`src/rtl/pc_gen.sv`:
```
`default_nettype none
// ============================================================================
// pc_gen : program-counter unit with fetch handshake, redirect, trap and halt
// Revision: 1.0
// ============================================================================
module pc_gen #(
    parameter int               XLEN         = 32,
    parameter logic [XLEN-1:0]  RESET_VECTOR = 32'h0000_0000,
    parameter logic [XLEN-1:0]  TRAP_VECTOR  = 32'h0000_0100,
    parameter int               INC          = 4,
    parameter int               ALIGN_BITS   = 2
) (
    input  logic            clk,
    input  logic            rst_n,
    input  logic            fetch_ready,
    input  logic            stall,
    input  logic            redirect_valid,
    input  logic [XLEN-1:0] redirect_target,
    input  logic            trap,
    input  logic            halt_req,
    input  logic            resume,
    output logic [XLEN-1:0] pc_out,
    output logic [XLEN-1:0] pc_next,
    output logic            pc_valid,
    output logic            misalign_err,
    output logic            halted
);

    typedef enum logic [1:0] {
        BOOT = 2'd0,
        RUN  = 2'd1,
        HALT = 2'd2
    } state_t;

    localparam logic [XLEN-1:0] STEP = XLEN'(INC);

    state_t state;
    state_t state_d;
    logic   err_d;
    logic   target_misaligned;

    generate
        if (ALIGN_BITS > 0) begin : g_align_chk
            assign target_misaligned = |redirect_target[ALIGN_BITS-1:0];
        end else begin : g_no_align_chk
            assign target_misaligned = 1'b0;
        end
    endgenerate

    // Next-state / next-PC decode; pc_next is exported so it must track every branch below.
    always_comb begin
        state_d = state;
        pc_next = pc_out;
        err_d   = misalign_err;
        case (state)
            BOOT: begin
                state_d = RUN;
            end
            RUN: begin
                if (trap) begin
                    pc_next = TRAP_VECTOR;
                end else if (redirect_valid) begin
                    if (!target_misaligned) begin
                        pc_next = redirect_target;
                    end else begin
                        err_d   = 1'b1;
                        state_d = HALT;
                    end
                end else if (halt_req) begin
                    state_d = HALT;
                end else if (fetch_ready && !stall) begin
                    pc_next = pc_out + STEP;
                end
            end
            HALT: begin
                if (trap) begin
                    pc_next = TRAP_VECTOR;
                    err_d   = 1'b0;
                    state_d = RUN;
                end else if (resume) begin
                    state_d = RUN;
                end
            end
            default: begin
                state_d = BOOT;
            end
        endcase
    end

    // Status flags are registered from the next state so they line up with pc_out.
    always_ff @(posedge clk or negedge rst_n) begin
        if (!rst_n) begin
            state        <= BOOT;
            pc_out       <= RESET_VECTOR;
            misalign_err <= 1'b0;
            pc_valid     <= 1'b0;
            halted       <= 1'b0;
        end else begin
            state        <= state_d;
            pc_out       <= pc_next;
            misalign_err <= err_d;
            pc_valid     <= (state_d == RUN);
            halted       <= (state_d == HALT);
        end
    end

endmodule
`default_nettype wire

```
`config.mk`:
```
export PLATFORM = sky130hd
export DESIGN_NAME = pc_gen
export DESIGN_NICKNAME = d
export VERILOG_FILES = /design/src/rtl/pc_gen.sv
export SDC_FILE = /design/constraint.sdc
export NUM_CORES = 1
export LEC_CHECK = 0
export CORE_ASPECT_RATIO = 0.6
export CORE_MARGIN = 5
export CORE_UTILIZATION = 44
export DETAILED_ROUTE_END_ITERATION = 8
export PLACE_DENSITY = 0.88
export SLEW_MARGIN = 20
export SYNTH_ARGS = -nofsm -noshare
export SYNTH_HDL_FRONTEND = slang
export SYNTH_SLANG_ARGS = --single-unit
```
`constraint.sdc`:
```
create_clock -name clk -period 2.2 [get_ports clk]
set_input_delay 0.22 -clock clk [delete_from_list [all_inputs] [get_ports clk]]
set_output_delay 0.22 -clock clk [all_outputs]
set_load 0.02 [all_outputs]
```
==> flow_summary.toml, run 1 <==
[run_status]
tool.error = "[ERROR DPL-0038] Utilization greater than 100%, impossible to legalize"
stop_stage = "global routing (5_1_grt)"
outcome = "did not finish"

[placed_design]
place_congestion = 0.983
dpl.hpwl_um = 8930
post-place-ws_ns = -0.899
place_area_um2 = 4590
port_buffers = 106

[synthesis]
yosysWarnings = 0
syn_nets = 386
syn_area_per_cell_um2 = 7.94
synth_edf_count = 0
synth_area_um2 = 2710
synth_async_sr_flop_share_pct = 100
ys_ff_latch = 37
synth_flop_cell = "dfrtp_1"
yosysSeqAreaShare_pct = 34.2
netlist_instances = 341
synth_cell_type_count = 60

[clock_network]
ctsRootBufferMaster = "clkbuf_8"
cts_max_level = 2
hold_buffers = 0
clock-sinks = 37
clockBufferDepth = 2
numCtsBuffers = 5

[die]
start_util_pct = 44.9
die_w_um = 111
die_h_um = 70.8
rows = 22
ios = 107

[global_route]
grt_max_degree = 38

[timing]
worst_endpoint_kind = "primary output"
crit_endpoint = "pc_next[25]"
## synth_stat cells (7+ instances only)
library cell   n  area share, %
nand2_1       48            6.7
o21ai_0       40            7.4
dfrtp_1       37             34
a21oi_1       29            5.4
nor2_1        21            2.9
clkbuf_1      14            1.9
inv_1         13            1.8
nand3_1       12            2.2
nand4_1       10            2.3
and3_1         8            1.8
nor3_1         7            1.3
## per-stage QoR
stage	TNS (ns)	instances
after floorplan	0	341
after global placement	-21.03	611
after detailed placement	-23.47	611
after CTS	-2.02	652
## logic make-up after synthesis
kind of cell    after synthesis  synth area share (%)
buf+inv                      36                  5.78
fa+ha+maj                     5                  2.31
compound gates              117                  26.4
flops                        37                  34.2
xor+xnor                      5                  1.62
mux                           6                  2.40
simple gates                135                  27.2
## timing repair
item,in CTS
cloned,1
endpoints found under the setup margin,32
hold endpoints to repair,0
pin swaps,43
setup buffers,34
gates resized for setup,259
==> run 2: changes to the inputs <==
--- a/config.mk
+++ b/config.mk
@@ -5,11 +5,10 @@
 export SDC_FILE = /design/constraint.sdc
 export NUM_CORES = 1
 export LEC_CHECK = 0
-export CORE_ASPECT_RATIO = 0.6
 export CORE_MARGIN = 5
-export CORE_UTILIZATION = 44
+export CORE_UTILIZATION = 35
 export DETAILED_ROUTE_END_ITERATION = 8
-export PLACE_DENSITY = 0.88
+export PLACE_DENSITY_LB_ADDON = 0.15
 export SLEW_MARGIN = 20
 export SYNTH_ARGS = -nofsm -noshare
 export SYNTH_HDL_FRONTEND = slang
==> flow_summary.toml, run 2 <==
[power]
intPower_w = 0.00288
p_sw_share_pct = 43.6
p_leak_nw = 2.48
total_power_w = 0.00510
combinationalPowerShare_pct = 72.7
p_clk_share_pct = 9.4
ir_drop_uv = 798
power.density_nw_per_um2 = 905
power_frac_seq_pct = 17.9
power_switching_w = 0.00222

[synthesis]
syn_area_per_cell_um2 = 7.94
yosys-top-cells-area = "dfrtp_1 34%, o21ai_0 7.4%, nand2_1 6.7%, a21oi_1 5.4%, nor2_1 2.9%"
synth_area_leader_cell = "dfrtp_1"
yosysWarnings = 0
synth_async_sr_flop_share_pct = 100
ys_ff_latch = 37
syn_nets = 386
synth_flop_cell = "dfrtp_1"
synth_most_common_cell = "nand2_1"
synth_edf_count = 0
synthTopCellsByCount = "48 x nand2_1, 40 x o21ai_0, 37 x dfrtp_1"
yosysSeqAreaShare_pct = 34.2
synth_area_um2 = 2710
netlist_instances = 341
yosysTopAreaCellShare_pct = 34.2
synth_cell_type_count = 60

[cells_and_area]
layout_commonest_cell = "buf_4"
multiInputGateArea_um2 = 2160
fin_nets = 630
regArea_um2 = 927
n_antenna_cell = 0
largest_reg_flops = 32
areaGrowthSynthToFinish_pct = 108
top_regs = "pc_out x32, state x2"
fillCellCount = 560
layout_common_cells = "138 x buf_4, 68 x clkdlybuf4s50_1, 45 x nand2_1, 41 x buf_6, 36 x dfrtp_1"
largest_register = "pc_out"
fin_area_um2 = 5630
drive_above_1_share_pct = 49.1

[critical_path]
worstPathArrival_ns = 2.16
cp_cell_sequence = "inv_2 > ha_4 > and3b_2 > nand2_2 > o21ai_2 > buf_12 > a21oi_1 > o211ai_1 > buf_4"
cp_max_fo = 9
rrSetupSlack_ns = 0.12
endpoint_kind = "output port"
crit_required_ns = 1.98
critPathBufInv = 3
crit_family = "buffers and inverters"
critical-path-max-stage-delay_ns = 0.40
slowest_stage = "dfrtp_1"
critPathKind = "flop to output port"
cp-start-kind = "flop"

[clock_network]
numCtsBuffers = 5
ctsRootBufferMaster = "clkbuf_8"
clkTransAtPathRegs_ns = 0.08
clockBufferDepth = 2
clock-sinks = 37
cts_tree = "built"
clock_latency_ns = 0.29
cts_max_level = 2

[die]
start_util_pct = 35.4
coreArea_um2 = 7650
ios = 107
rows = 32
die_w_um = 97.9
dieArea_um2 = 9590
die_h_um = 97.9

[timing]
slew_headroom_pct = 39.9
setup_viol = 23
hold_viol_final = 0
hold_ws_ns = 0.0505
rsz0062_at_grt = "yes"
finalWorstSetupSlack_ns = -0.183
report.final.slew_viol_count = 0
fmax_mhz = 420
tightest_slew_ns = 0.901
skew_ns = 0.00599
finalCritPeriodShare_pct = 108
period_needed_ns = 2.38

[drt]
first_pass_iters = 5
routed_via_density = 5.57
top_layer_used = "met4"
met2_length_um = 6360
drt_iter0_drc = 306
drtAntennaViolNets = 0
route.met3.wl_um = 950
vias = 3831
drc = 0
routed_wl_um = 12600
m1WireLength_um = 5080
avgRoutedWirePerCell_um = 18.4

[flow_run]
maxCapViolCount = 0

[run_status]
violations = "negative setup slack"
outcome = "finished, violations left"

[global_route]
overflow = 0
track_usage_pct = 24.2
grt_pass1_wl_um = 19100
grt_pass1_vias = 3808
antenna_found_initial = 0
grt_max_degree = 38

[placed_design]
port_buffers = 106
place_congestion = 0.884
dpl.hpwl_um = 8440
post-place-ws_ns = -0.887
place_area_um2 = 4670

[hold_path]
hp-class = "input port to asynchronous set/reset pin"
run 2: cell counts after synthesis:
No cell type changed its count.
run 2: power by group through the flow:
stage                     Combinational, W  Clock (W)  Sequential, W
final                              0.00371   0.000478       0.000913
after global routing               0.00388   0.000516       0.000926
after CTS                          0.00311   0.000489       0.000906
after detailed placement           0.00269          0       0.000917
after global placement             0.00265          0       0.000915
after floorplan                   0.000939          0        0.00112
run 2: area by class of cell:
class	instances	share of cell area, %
inverter	13	0.867
sequential	37	16.5
multi-input combinational	268	38.4
tap	102	2.27
clock buffer	8	1.42
timing repair buffer	260	40.6
run 2: worst paths after layout:
path,depth (start not counted),from,endpoint
setup / recovery,9,state[1]$_DFF_PN0_,pc_next[23]
hold / removal,1,rst_n,state[1]$_DFF_PN0_
setup reg to reg,10,state[1]$_DFF_PN0_,pc_out[23]$_DFF_PN0_
hold reg to reg,1,pc_out[1]$_DFF_PN0_,pc_out[1]$_DFF_PN0_
max in group asynchronous,1,rst_n,pc_out[3]$_DFF_PN0_
min in group clk,1,pc_out[1]$_DFF_PN0_,pc_out[1]$_DFF_PN0_
run 2: layer usage:
metal / global-route usage (%) / vias to the layer above
met2: 40.0 / 200
met1: 31.8 / 1843
met4: 7.67 / 0
met5: 0 / -
met3: 4.86 / 26
li1: - / 1762
run 2: kinds of logic after synthesis:
kind of cell / count (synthesis) / synth area share, %
AOI/OAI and AO/OA: 117 / 26.4
xor gates and xnor gates: 5 / 1.62
adders and majority gates: 5 / 2.31
buffers and inverters: 36 / 5.78
DFF: 37 / 34.2
muxes: 6 / 2.40
and+or+nand+nor: 135 / 27.2
run 2: repair_timing:
item | in CTS | in global routing
resized for setup | 244 | 104
endpoints found under the setup margin | 32 | 32
hold buffers | 0 | 0
pin swaps | 25 | 40
buffers inserted | 14 | 23
cloned | 3 | 1
run 2: metrics by stage:
step	TNS [ns]	std cells	utilization, %
CTS	-1.58	664	66.3
floorplan	0	341	-
global placement	-21.24	639	61.1
global route	-4.07	688	73.6
detailed placement	-22.47	639	61.1
finish	-2.03	688	73.6
(Power assumes the default switching activity.)
==> run 3: changes to the inputs <==
--- a/config.mk
+++ b/config.mk
@@ -8,6 +8,7 @@
 export CORE_MARGIN = 5
 export CORE_UTILIZATION = 35
 export DETAILED_ROUTE_END_ITERATION = 8
+export DONT_BUFFER_PORTS = 1
 export PLACE_DENSITY_LB_ADDON = 0.15
 export SLEW_MARGIN = 20
 export SYNTH_ARGS = -nofsm -noshare
==> flow_summary.toml, run 3 (same netlist as run 2, synthesis figures left out) <==
[global_route]
gr-usage-met2_pct = 35.9
grt_max_degree = 38
use_met3_pct = 8.86
grt_pass1_vias = 3069
antenna_found_initial = 0
busiest_layer = "met2"
grt_util_met1_pct = 27.4
overflow = 0
grt_pass1_wl_um = 17000
track_usage_pct = 22.3

[clock_network]
clkTransAtPathRegs_ns = 0.08
cts_tree = "built"
clockBufferDepth = 2
cts_max_level = 2
numCtsBuffers = 5
clock_latency_ns = 0.30
ctsRootBufferMaster = "clkbuf_8"
clock-sinks = 37

[drt]
first_pass_iters = 5
routed_via_density = 5.96
drtAntennaViolNets = 0
avgRoutedWirePerCell_um = 20.7
routed_wl_um = 11200
vias = 3205
drt_iter0_drc = 194
drc = 0

[cells_and_area]
layout_commonest_cell = "buf_4"
areaGrowthSynthToFinish_pct = 53.6
largest_register = "pc_out"
drive_above_1_share_pct = 44.7
layout_common_cells = "93 x buf_4, 44 x nand2_1, 35 x dfrtp_1, 21 x o21ai_1, 20 x a21oi_1"
n_antenna_cell = 0
fin_nets = 481
largest_reg_flops = 32
top_regs = "pc_out x32, state x2"

[power]
total_power_w = 0.00408
ir_drop_uv = 431
power.density_nw_per_um2 = 982
p_leak_nw = 1.76

[die]
dieArea_um2 = 9590
die_w_um = 97.9
coreArea_um2 = 7650
start_util_pct = 35.4
die_h_um = 97.9
rows = 32
ios = 107

[critical_path]
critPathKind = "flop to output port"
endpoint_kind = "output port"
cp-start-kind = "flop"
rrSetupSlack_ns = 0.24
crit_required_ns = 1.98
worstPathArrival_ns = 2.08
startpoint = "state[1]$_DFF_PN0_"
cp_max_fo = 8
r2r_cells = 8
r2r-start = "pc_out[3]$_DFF_PN0_"
r2r-end = "pc_out[20]$_DFF_PN0_"

[timing]
report.final.slew_viol_count = 0
period_needed_ns = 2.30
tightest_slew_ns = 0.553
slew_headroom_pct = 63.1
fmax_mhz = 435
finalCritPeriodShare_pct = 105
skew_ns = 0.00611
rsz0062_at_grt = "yes"
hold_viol_final = 0
setup_viol = 14
finalWorstSetupSlack_ns = -0.101
hold_ws_ns = 0.157

[hold_path]
min_to = "pc_out[16]$_DFF_PN0_"
hold-path-cell-count = 2
hp-start = "redirect_target[16]"
hp-class = "input port to flop"

[placed_design]
port_buffers = 0
place_congestion = 0.919
dpl.hpwl_um = 7970

[run_status]
violations = "negative setup slack"
outcome = "finished, violations left"

[flow_run]
maxCapViolCount = 0
run 3: changes by cell type in the layout (fill, tap and decap cells not counted), moves of 3 or more:
cell,previous run,this run
clkdlybuf4s50_1,68,0
buf_4,138,93
buf_6,41,14
buf_2,6,1
a21oi_1,16,20
a21oi_2,12,8
o21ai_1,17,21
o21ai_2,16,12
ha_4,4,1
run 3: timing repair:
action / 4_1_cts / 5_1_grt
setup buffers: 16 / 14
resized for setup: 59 / 61
hold buffers: 2 / 0
pin swaps: 14 / 28
cloned: 0 / 1
endpoints found under the setup margin: 29 / 30
endpoints found under the hold margin: 37 / 0
run 3: power breakdown:
group / switching (W) / total, W / internal (W) / leakage, nW
clock: 0.000265 / 0.000514 / 0.000249 / 0.0443
sequential: 0.000156 / 0.000974 / 0.000818 / 0.499
combinational: 0.00151 / 0.00259 / 0.00109 / 1.22
run 3: routing by layer:
metal  vias up  routed length [µm]  share of wire, %
met3        20                1160                10
met5         -                   0                 0
met4         0                 204               1.8
met2       161                5420                49
li1       1465                   -                 -
met1      1559                4370                39
run 3: final cells by class:
| class | instances | area, µm² |
|---|---|---|
| flip-flops and latches | 37 | 928 |
| well taps | 102 | 128 |
| fillers | 710 | 3490 |
| multi-input cells | 268 | 2060 |
| inverters | 13 | 48.8 |
| clock buffers | 7 | 86.3 |
| repair buffers | 111 | 911 |
run 3: critical path: stages, from the launching register on:
cell      delay [ns]
dfrtp_1         0.36
inv_2           0.06
ha_4            0.28
and3b_2         0.27
nand2_2         0.08
o21ai_2         0.17
buf_6           0.17
a21oi_1         0.05
o211ai_1        0.16
buf_4           0.17
run 3: worst max-delay path by stage:
stage | end | slack (ns) | depth (start not counted)
after global routing | pc_next[30] | -0.20 | 9
after floorplan | pc_next[27] | 0.003 | 7
final | pc_next[30] | -0.10 | 9
after global placement | pc_next[30] | 0.1 | 8
after detailed placement | pc_next[16] | 0.06 | 6
after CTS | pc_next[30] | -0.12 | 9
run 3: through the flow:
step | utilization [%] | area [µm²] | setup slack [ns] | TNS (ns) | instances
2_1_floorplan | - | 2730 | 0.00301 | 0 | 341
4_1_cts | 49.6 | 3800 | -0.115 | -0.632 | 523
6_report | 54.4 | 4160 | -0.101 | -0.781 | 538
3_5_place_dp | 43.9 | 3350 | 0.0600 | 0 | 498
5_1_grt | 54.4 | 4160 | -0.203 | -2.92 | 538
3_3_place_gp | 43.9 | 3350 | 0.0956 | 0 | 498
==> run 4: changes to the inputs <==
--- a/config.mk
+++ b/config.mk
@@ -10,6 +10,7 @@
 export DETAILED_ROUTE_END_ITERATION = 8
 export DONT_BUFFER_PORTS = 1
 export PLACE_DENSITY_LB_ADDON = 0.15
+export SETUP_SLACK_MARGIN = 0.5
 export SLEW_MARGIN = 20
 export SYNTH_ARGS = -nofsm -noshare
 export SYNTH_HDL_FRONTEND = slang
==> flow_summary.toml, run 4 (same netlist as run 2, synthesis figures left out) <==
[placed_design]
place_congestion = 0.923
dpl.hpwl_um = 7970
port_buffers = 0
place_inst = 471

[critical_path]
endpoint_kind = "output port"
rrSetupSlack_ns = 0.16
r2r-start = "state[0]$_DFF_PN0_"
cp_cell_sequence = "inv_2 > ha_4 > buf_4 > buf_6 > a21boi_4 > o21ai_4 > buf_12 > buf_6 > o21ai_4 > o311ai_4"
slowest_stage = "dfrtp_1"
r2r_cells = 9
worstPathArrival_ns = 2.16
crit_required_ns = 1.98
cp-start-kind = "flop"
cp_max_fo = 8
critical-path-max-stage-delay_ns = 0.41
critPathKind = "flop to output port"
r2r-end = "pc_out[23]$_DFF_PN0_"

[drt]
routed_wl_um = 12200
avgRoutedWirePerCell_um = 22.5
vias = 3225
drt_iter0_drc = 164
routed_via_density = 5.96
drtAntennaViolNets = 0
first_pass_iters = 5
drc = 0

[die]
dieArea_um2 = 9590
die_h_um = 97.9
coreArea_um2 = 7650
start_util_pct = 35.4
ios = 107
die_w_um = 97.9
rows = 32

[cells_and_area]
layout_commonest_cell = "buf_4"
largest_reg_flops = 32
drive_above_1_share_pct = 56.5
fillCellCount = 608
top_regs = "pc_out x32, state x2"
post-route-util_pct = 62.1
multiInputGateArea_um2 = 2480
largest_register = "pc_out"
fin_nets = 483
areaGrowthSynthToFinish_pct = 75.4
regArea_um2 = 943
n_antenna_cell = 0
layout_common_cells = "75 x buf_4, 44 x nand2_1, 27 x buf_6, 23 x dfrtp_1, 19 x o21ai_4"
layout.cells.non_filler = 541

[timing]
setup_viol = 23
period_needed_ns = 2.38
hold_ws_ns = 0.136
finalWorstSetupSlack_ns = -0.180
fmax_mhz = 420
hold_viol_final = 0
tightest_slew_ns = 0.606
slew_headroom_pct = 59.5
report.final.slew_viol_count = 0
skew_ns = 0.00842
finalCritPeriodShare_pct = 108
rsz0062_at_grt = "yes"

[clock_network]
clkTransAtPathRegs_ns = 0.08
clock_latency_ns = 0.30
numCtsBuffers = 5
cts_max_level = 2
ctsRootBufferMaster = "clkbuf_8"
cts_tree = "built"
clockBufferDepth = 2
clock-sinks = 37

[power]
intPower_w = 0.00272
power.density_nw_per_um2 = 1070
combinationalPowerShare_pct = 70.4
ir_drop_uv = 705
p_sw_share_pct = 46.6
p_leak_nw = 1.91
power_switching_w = 0.00237
total_power_w = 0.00509
p_clk_share_pct = 9.6
power_frac_seq_pct = 19.9

[global_route]
grt_pass1_vias = 3124
gr-usage-met2_pct = 38.4
track_usage_pct = 24.0
antenna_found_initial = 0
grt_util_met1_pct = 31.7
overflow = 0
grt_pass1_wl_um = 18300
grt_max_degree = 38
use_met3_pct = 7.00
busiest_layer = "met2"

[hold_path]
hp-class = "input port to flop"
min_to = "pc_out[18]$_DFF_PN0_"
hold-path-cell-count = 2
hp-start = "redirect_target[18]"

[run_status]
outcome = "finished, violations left"
violations = "negative setup slack"

[flow_run]
maxCapViolCount = 0
==> run 4: cell types whose count changed in the layout (fill, tap and decap cells not counted), moves of 5 or more <==
cell	before	now
buf_4	93	75
o21ai_4	1	19
buf_6	14	27
dfrtp_1	35	23
dfrtp_2	2	14
o21ai_1	21	9
buf_8	0	5
==> run 4: worst max path at each step <==
stage | from | end | slack [ns] | cells past startpoint
3_5_place_dp | state[0]$_DFF_PN0_ | pc_next[30] | 0.10 | 9
2_1_floorplan | pc_out[6]$_DFF_PN0_ | pc_next[21] | 0.17 | 7
6_report | state[0]$_DFF_PN0_ | pc_next[16] | -0.18 | 10
5_1_grt | pc_out[3]$_DFF_PN0_ | pc_next[20] | -0.25 | 5
4_1_cts | pc_out[3]$_DFF_PN0_ | pc_next[20] | -0.08 | 5
3_3_place_gp | state[0]$_DFF_PN0_ | pc_next[30] | 0.13 | 9
==> run 4: area by class of cell <==
type	instances	area share, %
multi-input cells	268	52.3
repair buffers	113	22.3
flip-flops and latches	37	19.9
well taps	102	2.69
clock buffers	6	1.53
inverters	13	1.08
clock inverters	2	0.211
==> run 4: repair_timing <==
| item | CTS | global route |
|---|---|---|
| hold buffers | 2 | 0 |
| gates resized for setup | 108 | 42 |
| endpoints found under the setup margin | 61 | 63 |
| buffers inserted | 43 | 16 |
| endpoints found under the hold margin | 37 | 0 |
| cloned | 1 | 0 |
| pin swaps | 43 | 30 |
==> run 4: power by group through the flow <==
stage                     registers [W]  logic, W  clock network (W)
final                           0.00101   0.00358           0.000490
after global routing            0.00103   0.00374           0.000529
after CTS                       0.00101   0.00307           0.000496
after detailed placement        0.00104   0.00194                  0
after global placement          0.00103   0.00193                  0
after floorplan                 0.00116   0.00125                  0
==> run 4: critical path, delay by kind of cell, from the launching register on <==
kind	cells	cell delay [ns]
flops	1	0.41
buf+inv	5	0.54
fa+ha+maj	1	0.30
compound gates	4	0.61
==> run 4: per-stage QoR <==
stage	worst slack, ns	TNS (ns)	area [µm²]
CTS	-0.0785	-0.516	4450
global placement	0.131	0	3430
floorplan	0.170	0	3110
detailed placement	0.101	0	3430
global route	-0.254	-4.63	4750
finish	-0.180	-2.46	4750
==> run 4: metal layers <==
metal  wire (µm)  share of wire (%)  up-vias
met2        5950                 49      130
li1            -                  -     1459
met1        4970                 41     1612
met3         982                8.1       24
met5           0                  0        -
met4         252                2.1        0
==> patch 1: new RTL, flow settings as in run 2 <==
Change the parameter `XLEN` from 32 to 64.
--- a/src/rtl/pc_gen.sv
+++ b/src/rtl/pc_gen.sv
@@ -4,7 +4,7 @@
 // Revision: 1.0
 // ============================================================================
 module pc_gen #(
-    parameter int               XLEN         = 32,
+    parameter int               XLEN         = 64,
     parameter logic [XLEN-1:0]  RESET_VECTOR = 32'h0000_0000,
     parameter logic [XLEN-1:0]  TRAP_VECTOR  = 32'h0000_0100,
     parameter int               INC          = 4,
Interface: changed (resized pc_next, pc_out and redirect_target); port bits go from 107 to 203. The function was not compared with the original's and may differ.
==> patch 1 against run 2 <==
The run still ends with setup timing left; sequential cell count is 32 higher; wire length rose by 130%; critical endpoint is now pc_next[56]; die area grew 78%; power increased by 100%; final area up 100%; via count grew 110%; largest cell class unchanged; setup slack worse by 530 ps; highest routed layer unchanged; area after synthesis increased by 88%.
==> patch 1: results (changes against run 2) <==
Global routing
  • Met1 usage: 0.389 (+0.0711)
  • Largest net degree at the start of global routing: 38 (unchanged)
  • Vias in the first global route: 7977 (+110%)
  • Met2 GRT Util: 0.529 (+0.129)
  • Total global-route track usage: 0.315 (+0.0733)
  • First-pass GRT wire length: 41900 µm (+120%)
  • GR Util met3: 0.0602 (+0.0116)

Clock network
  • Clk slew on worst S/H paths: 60 ps (-20 ps)
  • Clock Latency Late Sink: 350 ps (+60 ps)
  • Num CTS Buffers: 9 (+4)
  • CTS max path bufs: 2 (unchanged)
  • CTS root buf: clkbuf_16
  • H-tree depth: 3 (+1)

Drt
  • Vias/cell: 5.91 (+6.1%)
  • Starting DRT DRC Count: 893 (+190%)
  • M1 WL: 11400 µm (+120%)
  • Top layer in use: met4
  • Met2 Wirelength: 14400 µm (+130%)
  • Met3 WL post-DR: 2410 µm (+150%)
  • Average wire per standard cell: 21.5 µm (+17%)

Worst setup path
  • R2r worst-path depth: 14 (+4)
  • Worst Setup EP: pc_next[56]
  • Critical Path Max Stage Delay: 550 ps (+150 ps)
  • R2R Path End: pc_out[27]
  • Reg-to-reg slack, setup: -390 ps (-510 ps)
  • Crit path launch: pc_out[22]
  • Max stage delay cell, worst path: or4_4
  • Reg2reg start: pc_out[18]
  • Crit-path max FO: 3 (-6)
  • CP arrival: 2690 ps (+530 ps)

Final layout
  • Share of cells above drive strength 1: 0.504 (+0.0128)
  • NumNets Final: 1250 (+98%)
  • Biggest regs: pc_out: 64 flops, state: 2 flops

Synthesis
  • Syn Nets: 763 (+98%)
  • Asr flop ratio synth: 1.00 (unchanged)
  • Syn. warnings: 0 (unchanged)
  • Area contributors post-synth: dfrtp_1, nand2_1, o21ai_0
  • Post-synth EDFFs: 0 (unchanged)
  • Main synth FF type: dfrtp_1
  • Commonest cells in the netlist: nand2_1, o21ai_0, dfrtp_1
  • Post-synthesis cell type count: 66 (+10%)
  • Sequential fraction of the synthesis area: 0.339 (-0.00263)

Timing
  • Final setup fails: 92 (+300%)
  • Hold WS: 372 ps (+321 ps)
  • Worst-Margin Slew: 514 ps (-388 ps)
  • Clk_skew: 7.61 ps (+1.62 ps)
  • Max Transition Viols Final: 0 (unchanged)
  • PnR worst setup slack: -712 ps (-529 ps)

Placement
  • Gpl congestion: 0.958 (+8.3%)
  • HPWL after detailed placement: 19500 µm (+130%)
  • I/O Buffers: 202 (+91%)
  • Pre-CTS setup slack: -1090 ps (-208 ps)

Power
  • Sw Ratio: 0.431 (-0.00420)
  • Pleak: 0.00503 µW (+100%)
  • Worst ir drop on vdd: 0.766 mV (-4.1%)

Outcome
  • Failing checks: setup timing
  • Outcome: finished with violations

Hold path
  • Worst Hold Class: in2async

Job
  • Maxcap violations: 0 (unchanged)
## patch 1: cells by family (layout without fill, tap and decap cells)
group,after synthesis,after routing,share of synthesized area
AO/OA/AOI/OAI,226,226,0.270
XOR/XNOR,5,5,0.00861
adder cells (fa/ha/maj),5,5,0.0123
buffers and inverters,66,558,0.0519
flip-flops,69,69,0.339
multiplexers,9,9,0.0180
AND/OR/NAND/NOR,306,306,0.300
## patch 1: timing repair
item | 4_1_cts | 5_1_grt
endpoints found under the hold margin | 32 | 0
gates resized for setup | 537 | 149
hold buffers | 1 | 0
buffers inserted | 70 | 44
pin swaps | 70 | 95
endpoints found under the setup margin | 80 | 100
cloned | 2 | 0
## patch 1: power by group through the flow
| stage | Clock, µW | Combinational (µW) | Sequential [µW] |
|---|---|---|---|
| 6_report | 1510 | 7100 | 1730 |
| 5_1_grt | 1550 | 7390 | 1760 |
| 4_1_cts | 1520 | 6460 | 1710 |
| 3_5_place_dp | 0 | 5150 | 1730 |
| 3_3_place_gp | 0 | 5080 | 1710 |
| 2_1_floorplan | 0 | 1860 | 2130 |
## patch 1: worst max-delay path, delay by kind of cell, from the launching register on
kind | cells | cell delay, ps
DFF | 1 | 370
AOI/OAI and AO/OA | 1 | 290
muxes | 1 | 140
and+or+nand+nor | 4 | 1020
buffers and inverters | 3 | 510
## patch 1: metrics by stage
step,TNS (ps),std cells,area (µm²)
final,-31820,1362,11400
after global routing,-37700,1362,11400
after CTS,-27610,1343,10700
after detailed placement,-64270,1257,9230
after global placement,-59340,1257,9230
after floorplan,-11000,686,5370
## patch 1: final cells by class
cell class	instances	area (µm²)
Multi-Input combinational cell	551	4230
Clock buffer	12	246
Inverter	18	70.1
Timing Repair Buffer	524	4830
Clock inverter	4	47.5
Tap cell	184	230
Sequential cell	69	1750
Fill cell	911	2970
==> patch 2: new RTL, flow settings as in run 2 <==
Made on the original files. Put one more register stage on the output `misalign_err`, cleared by the reset. The value now appears one clock later. The other outputs are not delayed to match.
--- a/src/rtl/pc_gen.sv
+++ b/src/rtl/pc_gen.sv
@@ -34,6 +34,8 @@
 
     localparam logic [XLEN-1:0] STEP = XLEN'(INC);
 
+    logic misalign_err_s0;
+
     state_t state;
     state_t state_d;
     logic   err_d;
@@ -51,7 +53,7 @@
     always_comb begin
         state_d = state;
         pc_next = pc_out;
-        err_d   = misalign_err;
+        err_d   = misalign_err_s0;
         case (state)
             BOOT: begin
                 state_d = RUN;
@@ -92,15 +94,23 @@
         if (!rst_n) begin
             state        <= BOOT;
             pc_out       <= RESET_VECTOR;
-            misalign_err <= 1'b0;
+            misalign_err_s0 <= 1'b0;
             pc_valid     <= 1'b0;
             halted       <= 1'b0;
         end else begin
             state        <= state_d;
             pc_out       <= pc_next;
-            misalign_err <= err_d;
+            misalign_err_s0 <= err_d;
             pc_valid     <= (state_d == RUN);
             halted       <= (state_d == HALT);
+        end
+    end
+
+    always_ff @(posedge clk or negedge rst_n) begin
+        if (!rst_n) begin
+            misalign_err <= '0;
+        end else begin
+            misalign_err <= misalign_err_s0;
         end
     end
 
Check against the original RTL: not equivalent (a bounded check fails within 4 cycles, from zero or initial values and one cycle with rst_n low).
==> patch 2 against run 2 <==
The flow still finishes with violations (setup timing); wire length decreased by 3.3%; first-iteration DRC count decreased by 30%; area after synthesis increased by 0.92%; die area increased by 0.83%; core utilization decreased by 3.4 points; non-clock buffer count decreased by 28; power decreased by 5.2%; clock skew increased by 2.5 ps; sequential power increased by 4.4%; setup slack improved by 2.7 ps; sequential cell count increased by 1; final area decreased by 4.6%; critical endpoint is now pc_next[30]; largest cell class unchanged.
==> patch 2: results (changes against run 2) <==
Power
  • Pleak: 0.00233 µW (-6.1%)
  • Worst ir drop on vdd: 0.674 mV (-16%)

Synthesis
  • Syn Area/Cell: 7.99 µm² (+0.63%)
  • Commonest cells in the netlist: nand2_1, o21ai_0, dfrtp_1
  • Post-synthesis xor/xnor area fraction: 0.0160 (-0.000148)
  • Post-synthesis mux area share: 0.0238 (-0.000220)
  • Syn Nets: 387 (+0.26%)
  • Sequential fraction of the synthesis area: 0.348 (+0.00603)
  • Synth Area in Compound Gates: 0.262 (-0.00242)
  • Main synth FF type: dfrtp_1
  • Area contributors post-synth: dfrtp_1, o21ai_0, nand2_1
  • Post-Synth Adder-Cell Area: 0.0229 (-0.000212)

Worst setup path
  • R2R Path End: pc_out[18]
  • Cell family with most CP delay: compound AO/OA/AOI/OAI gates
  • Crit-path max FO: 5 (-4)
  • Worst Setup EP: pc_next[30]
  • Reg2reg start: state[0]
  • Reg-to-reg slack, setup: 50 ps (-70 ps)
  • R2r worst-path depth: 12 (+2)
  • Critical Path Max Stage Delay: 370 ps (-30 ps)

Clock network
  • CTS root buf: clkbuf_8
  • Num CTS Buffers: 5 (unchanged)

Placement
  • HPWL after detailed placement: 8560 µm (+1.4%)
  • Pre-CTS setup slack: -848 ps (+39.1 ps)
  • Gpl congestion: 0.930 (+5.2%)
  • Placed inst area: 0.00461 mm² (-1.4%)
  • Dpl cells: 623 (-2.5%)
  • I/O Buffers: 106 (unchanged)

Timing
  • Setup TNS Final: -1580 ps (+446 ps)
  • Clk_skew: 8.46 ps (+2.47 ps)
  • PnR worst setup slack: -180 ps (+2.72 ps)
  • Worst-Margin Slew: 929 ps (+27.5 ps)
  • Final setup fails: 24 (+4.3%)

Drt
  • Vias/cell: 5.62 (+1.0%)
  • Starting DRT DRC Count: 215 (-30%)
  • WL final: 12200 µm (-3.3%)

Final layout
  • Non-filler cells, final: 660 (-4.1%)
  • NumNets Final: 603 (-4.3%)
  • Layout fillers: 583 (+4.1%)
  • Final instance area: 0.00537 mm² (-4.6%)
  • Antenna diodes: 0 (unchanged)
  • Share of cells above drive strength 1: 0.446 (-0.0452)

Outcome
  • Outcome: finished with violations
  • Failing checks: setup timing

Global routing
  • Met2 GRT Util: 0.401 (+0.000936)
  • First-pass GRT wire length: 18700 µm (-1.8%)
  • Total global-route track usage: 0.239 (-0.00334)
  • Largest net degree at the start of global routing: 39 (+2.6%)
  • Initial antenna violation count: 0 (unchanged)
  • Met1 usage: 0.299 (-0.0188)
  • Vias in the first global route: 3709 (-2.6%)
  • GR Util met3: 0.0643 (+0.0157)
==> patch 2: cell types whose count changed after synthesis <==
cell,before,now
dfrtp_1,37,38
==> patch 2: per-layer routing <==
layer  share of wire  vias up
met5               0        -
met4           0.028        0
met3           0.081       39
met2            0.50      200
met1            0.39     1778
li1                -     1695
==> patch 2: how the worst min path moves through the flow <==
stage | start | endpoint | slack (ps) | depth (start not counted)
3_5_place_dp | misalign_err_s0 | misalign_err | 390 | 0
3_3_place_gp | misalign_err_s0 | misalign_err | 390 | 0
5_1_grt | rst_n | pc_out[11] | 130 | 1
6_report | rst_n | pc_out[11] | 60 | 1
4_1_cts | rst_n | pc_out[15] | 90 | 1
2_1_floorplan | rst_n | halted | -80 | 0
==> patch 2: layout make-up <==
| cell class | instances | area share |
|---|---|---|
| Tap cell | 102 | 0.0238 |
| Sequential cell | 38 | 0.177 |
| Multi-Input combinational cell | 268 | 0.386 |
| Inverter | 13 | 0.00909 |
| Clock buffer | 7 | 0.0142 |
| Timing Repair Buffer | 232 | 0.390 |
==> patch 2: cell families (layout without fill, tap and decap cells) <==
logic type / after synthesis / in the layout
and+or+nand+nor: 135 / 135
buffers and inverters: 36 / 252
muxes: 6 / 6
adders and majority gates: 5 / 5
xor gates and xnor gates: 5 / 5
DFF: 38 / 38
AOI/OAI and AO/OA: 117 / 117
==> patch 2: repair_timing <==
action,4_1_cts,5_1_grt
gates resized for setup,252,57
endpoints found under the setup margin,32,33
pin swaps,27,26
setup buffers,21,10
==> patch 2: report_power, final <==
part | internal, µW | total [µW] | switching (µW)
clock network | 219 | 474 | 256
registers | 841 | 953 | 112
logic | 1700 | 3410 | 1710
